$ cat src/rtl/color_analyzer_pkg.sv
`default_nettype none
// ============================================================================
// Module      : color_analyzer_pkg
// Description : Shared FSM encoding, colour codes and RGB332 field positions.
// Revision    : 1.0 - initial release
// ============================================================================
package color_analyzer_pkg;

    localparam logic [2:0] ST_IDLE   = 3'd0;
    localparam logic [2:0] ST_READ   = 3'd1;
    localparam logic [2:0] ST_DRAIN  = 3'd2;
    localparam logic [2:0] ST_DECIDE = 3'd3;
    localparam logic [2:0] ST_DONE   = 3'd4;

    typedef logic [1:0] color_code_t;

    localparam color_code_t COLOR_NONE  = 2'b00;
    localparam color_code_t COLOR_RED   = 2'b01;
    localparam color_code_t COLOR_GREEN = 2'b10;
    localparam color_code_t COLOR_BLUE  = 2'b11;

    localparam int PIX_R_HI = 7;
    localparam int PIX_R_LO = 5;
    localparam int PIX_G_HI = 4;
    localparam int PIX_G_LO = 2;
    localparam int PIX_B_HI = 1;
    localparam int PIX_B_LO = 0;

    // Blue has only two bits; replicate its MSB so it spans the same 0..7 range.
    function automatic logic [2:0] scale_blue(input logic [1:0] b);
        return {b, b[1]};
    endfunction

endpackage
`default_nettype wire

$ cat src/rtl/color_analyzer_pixel_classifier.sv
`default_nettype none
// ============================================================================
// Module      : pixel_classifier
// Description : Combinational RGB332 pixel to dominant-colour classifier.
// Revision    : 1.0 - initial release
// ============================================================================
module pixel_classifier
    import color_analyzer_pkg::*;
#(
    parameter int DW = 8
) (
    input  logic [DW-1:0] pixel_i,
    output logic [1:0]    class_o
);

    logic [2:0] w_r;
    logic [2:0] w_g;
    logic [2:0] w_b;

    assign w_r = pixel_i[PIX_R_HI:PIX_R_LO];
    assign w_g = pixel_i[PIX_G_HI:PIX_G_LO];
    assign w_b = scale_blue(pixel_i[PIX_B_HI:PIX_B_LO]);

    // Strict comparisons make every tie fall through to "no class".
    always_comb begin
        class_o = COLOR_NONE;
        if ((w_r > w_g) && (w_r > w_b) && (w_r >= 3'd4)) begin
            class_o = COLOR_RED;
        end else if ((w_g > w_r) && (w_g > w_b) && (w_g >= 3'd4)) begin
            class_o = COLOR_GREEN;
        end else if ((w_b > w_r) && (w_b > w_g) && (w_b >= 3'd4)) begin
            class_o = COLOR_BLUE;
        end
    end

endmodule
`default_nettype wire

$ cat src/rtl/color_analyzer.sv
`default_nettype none
// ============================================================================
// Module      : color_analyzer
// Description : Scans a stored frame, counts red/green/blue pixels, decides colour.
// Revision    : 1.0 - initial release
// ============================================================================
module color_analyzer
    import color_analyzer_pkg::*;
#(
    parameter int CAM_SCREEN_X = 160,
    parameter int CAM_SCREEN_Y = 120,
    parameter int AW           = 15,
    parameter int DW           = 8,
    parameter int MIN_COUNT    = 1920
) (
    input  logic          clk,
    input  logic          rst,
    input  logic          start,
    output logic [AW-1:0] mem_addr,
    input  logic [DW-1:0] mem_data,
    output logic          busy,
    output logic          done,
    output logic [1:0]    color_code,
    output logic [AW-1:0] cnt_r,
    output logic [AW-1:0] cnt_g,
    output logic [AW-1:0] cnt_b
);

    localparam int            C_NPIX = CAM_SCREEN_X * CAM_SCREEN_Y;
    localparam logic [AW-1:0] C_LAST = AW'(C_NPIX - 1);
    localparam logic [AW-1:0] C_MIN  = AW'(MIN_COUNT);

    generate
        if ((longint'(CAM_SCREEN_X) * longint'(CAM_SCREEN_Y)) >= (longint'(1) << AW)) begin : g_size_check
            $error("color_analyzer: frame size does not fit in AW-bit counters");
        end
    endgenerate

    logic [2:0]    state_q;
    logic [2:0]    state_d;
    logic [AW-1:0] addr_q;
    logic          vld_q;
    logic [AW-1:0] cnt_r_q;
    logic [AW-1:0] cnt_g_q;
    logic [AW-1:0] cnt_b_q;
    logic [1:0]    code_q;

    logic [1:0]    w_class;
    logic [1:0]    w_best_code;
    logic [AW-1:0] w_best_cnt;
    logic [1:0]    w_code;

    pixel_classifier #(
        .DW (DW)
    ) u_classifier (
        .pixel_i (mem_data),
        .class_o (w_class)
    );

    always_comb begin
        state_d = state_q;
        case (state_q)
            ST_IDLE:   if (start) state_d = ST_READ;
            ST_READ:   if (addr_q == C_LAST) state_d = ST_DRAIN;
            ST_DRAIN:  state_d = ST_DECIDE;
            ST_DECIDE: state_d = ST_DONE;
            ST_DONE:   state_d = ST_IDLE;
            default:   state_d = ST_IDLE;
        endcase
    end

    // Strict '>' keeps the earlier class on equal counts: red > green > blue.
    always_comb begin
        w_best_code = COLOR_RED;
        w_best_cnt  = cnt_r_q;
        if (cnt_g_q > w_best_cnt) begin
            w_best_code = COLOR_GREEN;
            w_best_cnt  = cnt_g_q;
        end
        if (cnt_b_q > w_best_cnt) begin
            w_best_code = COLOR_BLUE;
            w_best_cnt  = cnt_b_q;
        end
        w_code = (w_best_cnt >= C_MIN) ? w_best_code : COLOR_NONE;
    end

    always_ff @(posedge clk) begin
        if (rst) begin
            state_q <= ST_IDLE;
            addr_q  <= '0;
            vld_q   <= 1'b0;
            cnt_r_q <= '0;
            cnt_g_q <= '0;
            cnt_b_q <= '0;
            code_q  <= COLOR_NONE;
        end else begin
            state_q <= state_d;
            // mem_data is valid for the address issued in the previous READ cycle.
            vld_q   <= (state_q == ST_READ);

            if ((state_q == ST_IDLE) && start) begin
                addr_q  <= '0;
                cnt_r_q <= '0;
                cnt_g_q <= '0;
                cnt_b_q <= '0;
            end else if ((state_q == ST_READ) && (addr_q != C_LAST)) begin
                addr_q <= addr_q + AW'(1);
            end

            if (vld_q) begin
                case (w_class)
                    COLOR_RED:   cnt_r_q <= cnt_r_q + AW'(1);
                    COLOR_GREEN: cnt_g_q <= cnt_g_q + AW'(1);
                    COLOR_BLUE:  cnt_b_q <= cnt_b_q + AW'(1);
                    default:     ;
                endcase
            end

            if (state_q == ST_DECIDE) begin
                code_q <= w_code;
            end
        end
    end

    assign mem_addr   = addr_q;
    assign busy       = (state_q == ST_READ) || (state_q == ST_DRAIN) || (state_q == ST_DECIDE);
    assign done       = (state_q == ST_DONE);
    assign color_code = code_q;
    assign cnt_r      = cnt_r_q;
    assign cnt_g      = cnt_g_q;
    assign cnt_b      = cnt_b_q;

endmodule
`default_nettype wire

$ cat config.mk
export PLATFORM = sky130hd
export DESIGN_NAME = color_analyzer
export DESIGN_NICKNAME = d
export VERILOG_FILES = /design/src/rtl/color_analyzer_pkg.sv /design/src/rtl/color_analyzer_pixel_classifier.sv /design/src/rtl/color_analyzer.sv
export SDC_FILE = /design/constraint.sdc
export NUM_CORES = 1
export LEC_CHECK = 0
export BUFFER_PORTS_ARGS = -buffer_cell sky130_fd_sc_hd__buf_2
export CORE_ASPECT_RATIO = 0.75
export CORE_MARGIN = 2
export CORE_UTILIZATION = 30
export DETAILED_ROUTE_END_ITERATION = 8
export GPL_TIMING_DRIVEN = 1
export HOLD_SLACK_MARGIN = 0.02
export PLACE_DENSITY_LB_ADDON = 0.15
export SLEW_MARGIN = 10
export SYNTH_ARGS = -nofsm -noshare
export SYNTH_HDL_FRONTEND = slang
export SYNTH_SLANG_ARGS = --single-unit
$ cat constraint.sdc
create_clock -name clk -period 5.6 [get_ports clk]
set_clock_uncertainty 0.2 [all_clocks]
set_input_delay 1.68 -clock clk [delete_from_list [all_inputs] [get_ports clk]]
set_output_delay 1.68 -clock clk [all_outputs]
set_load 0.02 [all_outputs]
==> results_dict.tcl <==
set metrics [dict create \
    synth_fp_nets 596 \
    power_frac_clock 0.478 \
    power.switching_w 0.000315 \
    placed_cell_area_um2 4790 \
    fp.dieH_um 107 \
    internal-power_w 0.000827 \
    p_sw_frac 0.276 \
    antennaDiodeCount 0 \
    port_buffers 74 \
    clkSlewWorstSetupHoldPaths_ps 60 \
    grt_max_degree 37 \
    antenna_found_initial 0 \
    ir_drop_uv 145 \
    setup_viol 0 \
    grt_pass1_wl_um 19900 \
    critPathLaunchType "flip-flop" \
    cts_tree "done" \
    core.rowCount 37 \
    yosys_warnings 0 \
    cts_buffers 9 \
    multi_input_area_um2 2720 \
    synth-seq-cells 66 \
    cts_resized 0 \
    nets 667 \
    io_pins 75 \
    first_pass_iters 5 \
    holdCritPathClass "reg2reg" \
    status "completed" \
    cts_setup_buffers 0 \
    crit_required_ps 5620 \
    arrival_ps 4240 \
    grt_usage 0.164 \
    r2r_cells 17 \
    min_period_over_period 0.754 \
    final.min_clock_period_ps 4220 \
    gp_congestion 0.888 \
    tightest_slew_ps 782 \
    dp_hpwl_um 9080 \
    synthFlopType "dfxtp_1" \
    die_w_um 142 \
    setup_slack_ps 1380 \
    dieArea_um2 15200 \
    synth-edff-count 0 \
    slew_headroom 0.474 \
    layout-drive-gt1-share 0.183 \
    rsz0062_at_grt "no" \
    cts_buffer_depth 2 \
    final_cell_area_um2 5080 \
    drc 0 \
    netlist_area_um2 4250 \
    grt_pass1_vias 3917 \
    n_fill_cell 1455 \
    drv_cap 0 \
    avgSynthCellArea_um2 7.83 \
    synth.distinct_cells 53 \
    final_cells 794 \
    synthArstFlopShare 0 \
    ant_nets 0 \
    drt-wirelength-per-cell_um 15.2 \
    avgViaCountPerCell 5.24 \
    area_growth_pct 19.5 \
    place_ws_ps 1350 \
    syn-instance-count 543 \
    rrSetupSlack_ps 1380 \
    insertion_delay_ps 330 \
    drtIter0Drc 222 \
    initial_core_util 0.308 \
    hold_depth 1 \
    timing.hold.ws_ps 306 \
    num_vias 4163 \
    worstPathMaxFanout 31 \
    seqCellArea_um2 1320 \
    max_freq_mhz 237 \
    seq_area_frac_synth 0.311 \
    rr_startpoint "cnt_r[12]$_SDFF_PP0_" \
    dp_cells 778 \
    p_leak_nw 2.13 \
    r2r_end "color_code[1]$_SDFFE_PP0P_" \
    core_um2 13800 \
    power.density_nw_per_um2 225 \
    cts_sinks 66 \
    cts_hold_buffers 0 \
    hold_violations 0 \
    worstSetupPathType "reg2reg" \
    hold_start "cnt_r[10]$_SDFF_PP0_" \
    min_to "cnt_r[10]$_SDFF_PP0_" \
    gr-total-overflow 0 \
    worst_setup_path_end_kind "flip-flop" \
    htreeDepth 3 \
    tns_ps 0 \
    root_buffer "clkbuf_16" \
    power_frac_seq 0.424 \
    power_frac_comb 0.098 \
    route.final.wire_length_um 12000 \
    drv_slew 0 \
]
-- registers in the layout, summed over array words and instances, names as in the netlist --
name,cells
mem_addr,15
cnt_b,15
cnt_g,15
color_code,2
state_q,3
vld_q,1
cnt_r,15
-- Yosys cell counts, types with 2 or more instances --
| master | n | area share |
|---|---|---|
| o31ai_1 | 3 | 0.0053 |
| inv_1 | 36 | 0.032 |
| o31a_1 | 4 | 0.0082 |
| a21o_1 | 2 | 0.0035 |
| o311ai_0 | 2 | 0.0041 |
| nand3b_1 | 6 | 0.011 |
| and3_1 | 17 | 0.025 |
| or2_2 | 5 | 0.0074 |
| nand3_1 | 37 | 0.044 |
| o21ai_1 | 2 | 0.0024 |
| nor3_1 | 13 | 0.015 |
| and4_1 | 2 | 0.0041 |
| nor4b_1 | 3 | 0.0062 |
| nor2b_1 | 4 | 0.0059 |
| o21a_1 | 2 | 0.0035 |
| nand4_1 | 15 | 0.022 |
| o22ai_1 | 2 | 0.0029 |
| nand2_1 | 28 | 0.025 |
| nor3_2 | 2 | 0.0047 |
| ha_1 | 42 | 0.12 |
| mux2i_1 | 2 | 0.0047 |
| xor2_1 | 11 | 0.023 |
| dfxtp_1 | 66 | 0.31 |
| clkbuf_1 | 11 | 0.0097 |
| xnor2_1 | 10 | 0.021 |
| nor4_1 | 5 | 0.0074 |
| and2_1 | 3 | 0.0044 |
| o211ai_1 | 13 | 0.023 |
| or4_1 | 3 | 0.0053 |
| o21ai_0 | 14 | 0.016 |
| a21oi_1 | 61 | 0.072 |
| a211oi_1 | 6 | 0.011 |
| nor2_1 | 75 | 0.066 |
| mux2_2 | 5 | 0.013 |
| buf_2 | 6 | 0.0071 |
| or3_1 | 8 | 0.012 |
-- cell type report --
| type | instances | area share |
|---|---|---|
| repair buffers | 78 | 0.0788 |
| multi-input cells | 423 | 0.535 |
| flip-flops and latches | 66 | 0.260 |
| inverters | 36 | 0.0266 |
| clock inverters | 6 | 0.00984 |
| clock buffers | 10 | 0.0470 |
| well taps | 175 | 0.0431 |
-- critical path, cell delays in order (launching register included) --
cell and delay, ps:
dfxtp_1 420, inv_1 110, ha_1 330, a21oi_1 140
o21ai_0 90, nor4_1 460, a21oi_2 90, buf_4 240
nor2_1 120, a21oi_1 70, ha_1 340, nand4_1 170
or2_2 340, a21oi_1 120, o22ai_1 90, a2111o_1 330
o21a_1 130, o311a_1 320
-- power groups by stage --
stage	sequential [W]	clock [W]	combinational (W)
2_1_floorplan	0.000495	0	0.0000787
3_3_place_gp	0.000493	0	0.000112
3_5_place_dp	0.000494	0	0.000113
4_1_cts	0.000483	0.000563	0.000113
5_1_grt	0.000484	0.000582	0.000125
6_report	0.000483	0.000546	0.000112
-- per-stage QoR --
| stage | power, W | utilization |
|---|---|---|
| final | 0.00114 | 0.368 |
| after CTS | 0.00116 | 0.368 |
| after global routing | 0.00119 | 0.368 |
| after global placement | 0.000605 | 0.348 |
| after floorplan | 0.000573 | - |
| after detailed placement | 0.000606 | 0.348 |
-- cells in the final DEF, fill, tap and decap left out, types with 3 or more instances in the layout --
master	n
mux2_2	5
o211ai_1	13
inv_1	36
nor4_1	5
nand3_1	37
buf_4	4
nor2_1	75
nor3_1	13
xor2_1	11
ha_1	42
and2_1	3
buf_2	74
a21oi_1	60
nand2_1	28
nand4_1	15
dfxtp_1	66
o31ai_1	3
o21ai_0	14
or4_1	3
or3_1	8
clkbuf_16	9
or2_2	5
a211oi_1	6
o31a_1	4
clkinv_4	3
nor4b_1	3
nor2b_1	4
nand3b_1	6
xnor2_1	10
and3_1	17
-- metal layers --
metal | global-route usage | vias to the layer above | share of wire
li1 | - | 2112 | -
met2 | 0.243 | 98 | 0.42
met3 | 0.0366 | 14 | 0.047
met4 | 0.0471 | 0 | 0.011
met1 | 0.236 | 1939 | 0.52
met5 | 0 | - | 0
-- cells by family after synthesis --
family	after synthesis	synth area share
AND/OR/NAND/NOR	233	0.279
AO/OA/AOI/OAI	120	0.175
flip-flops	66	0.311
buffers and inverters	54	0.0512
adder cells (fa/ha/maj)	42	0.124
XOR/XNOR	21	0.0432
multiplexers	7	0.0179
-- worst max-delay path by stage --
stage / slack, ps / to / from / cells past startpoint
floorplan: 1310 / color_code[1]$_SDFFE_PP0P_ / cnt_r[12]$_SDFF_PP0_ / 17
detailed placement: 1350 / color_code[1]$_SDFFE_PP0P_ / cnt_r[12]$_SDFF_PP0_ / 17
finish: 1380 / color_code[1]$_SDFFE_PP0P_ / cnt_r[12]$_SDFF_PP0_ / 17
global route: 960 / color_code[1]$_SDFFE_PP0P_ / cnt_r[12]$_SDFF_PP0_ / 17
CTS: 1340 / color_code[1]$_SDFFE_PP0P_ / cnt_r[12]$_SDFF_PP0_ / 17
global placement: 1450 / color_code[1]$_SDFFE_PP0P_ / cnt_r[12]$_SDFF_PP0_ / 17
Note: power is estimated with default switching activity, not from simulation.
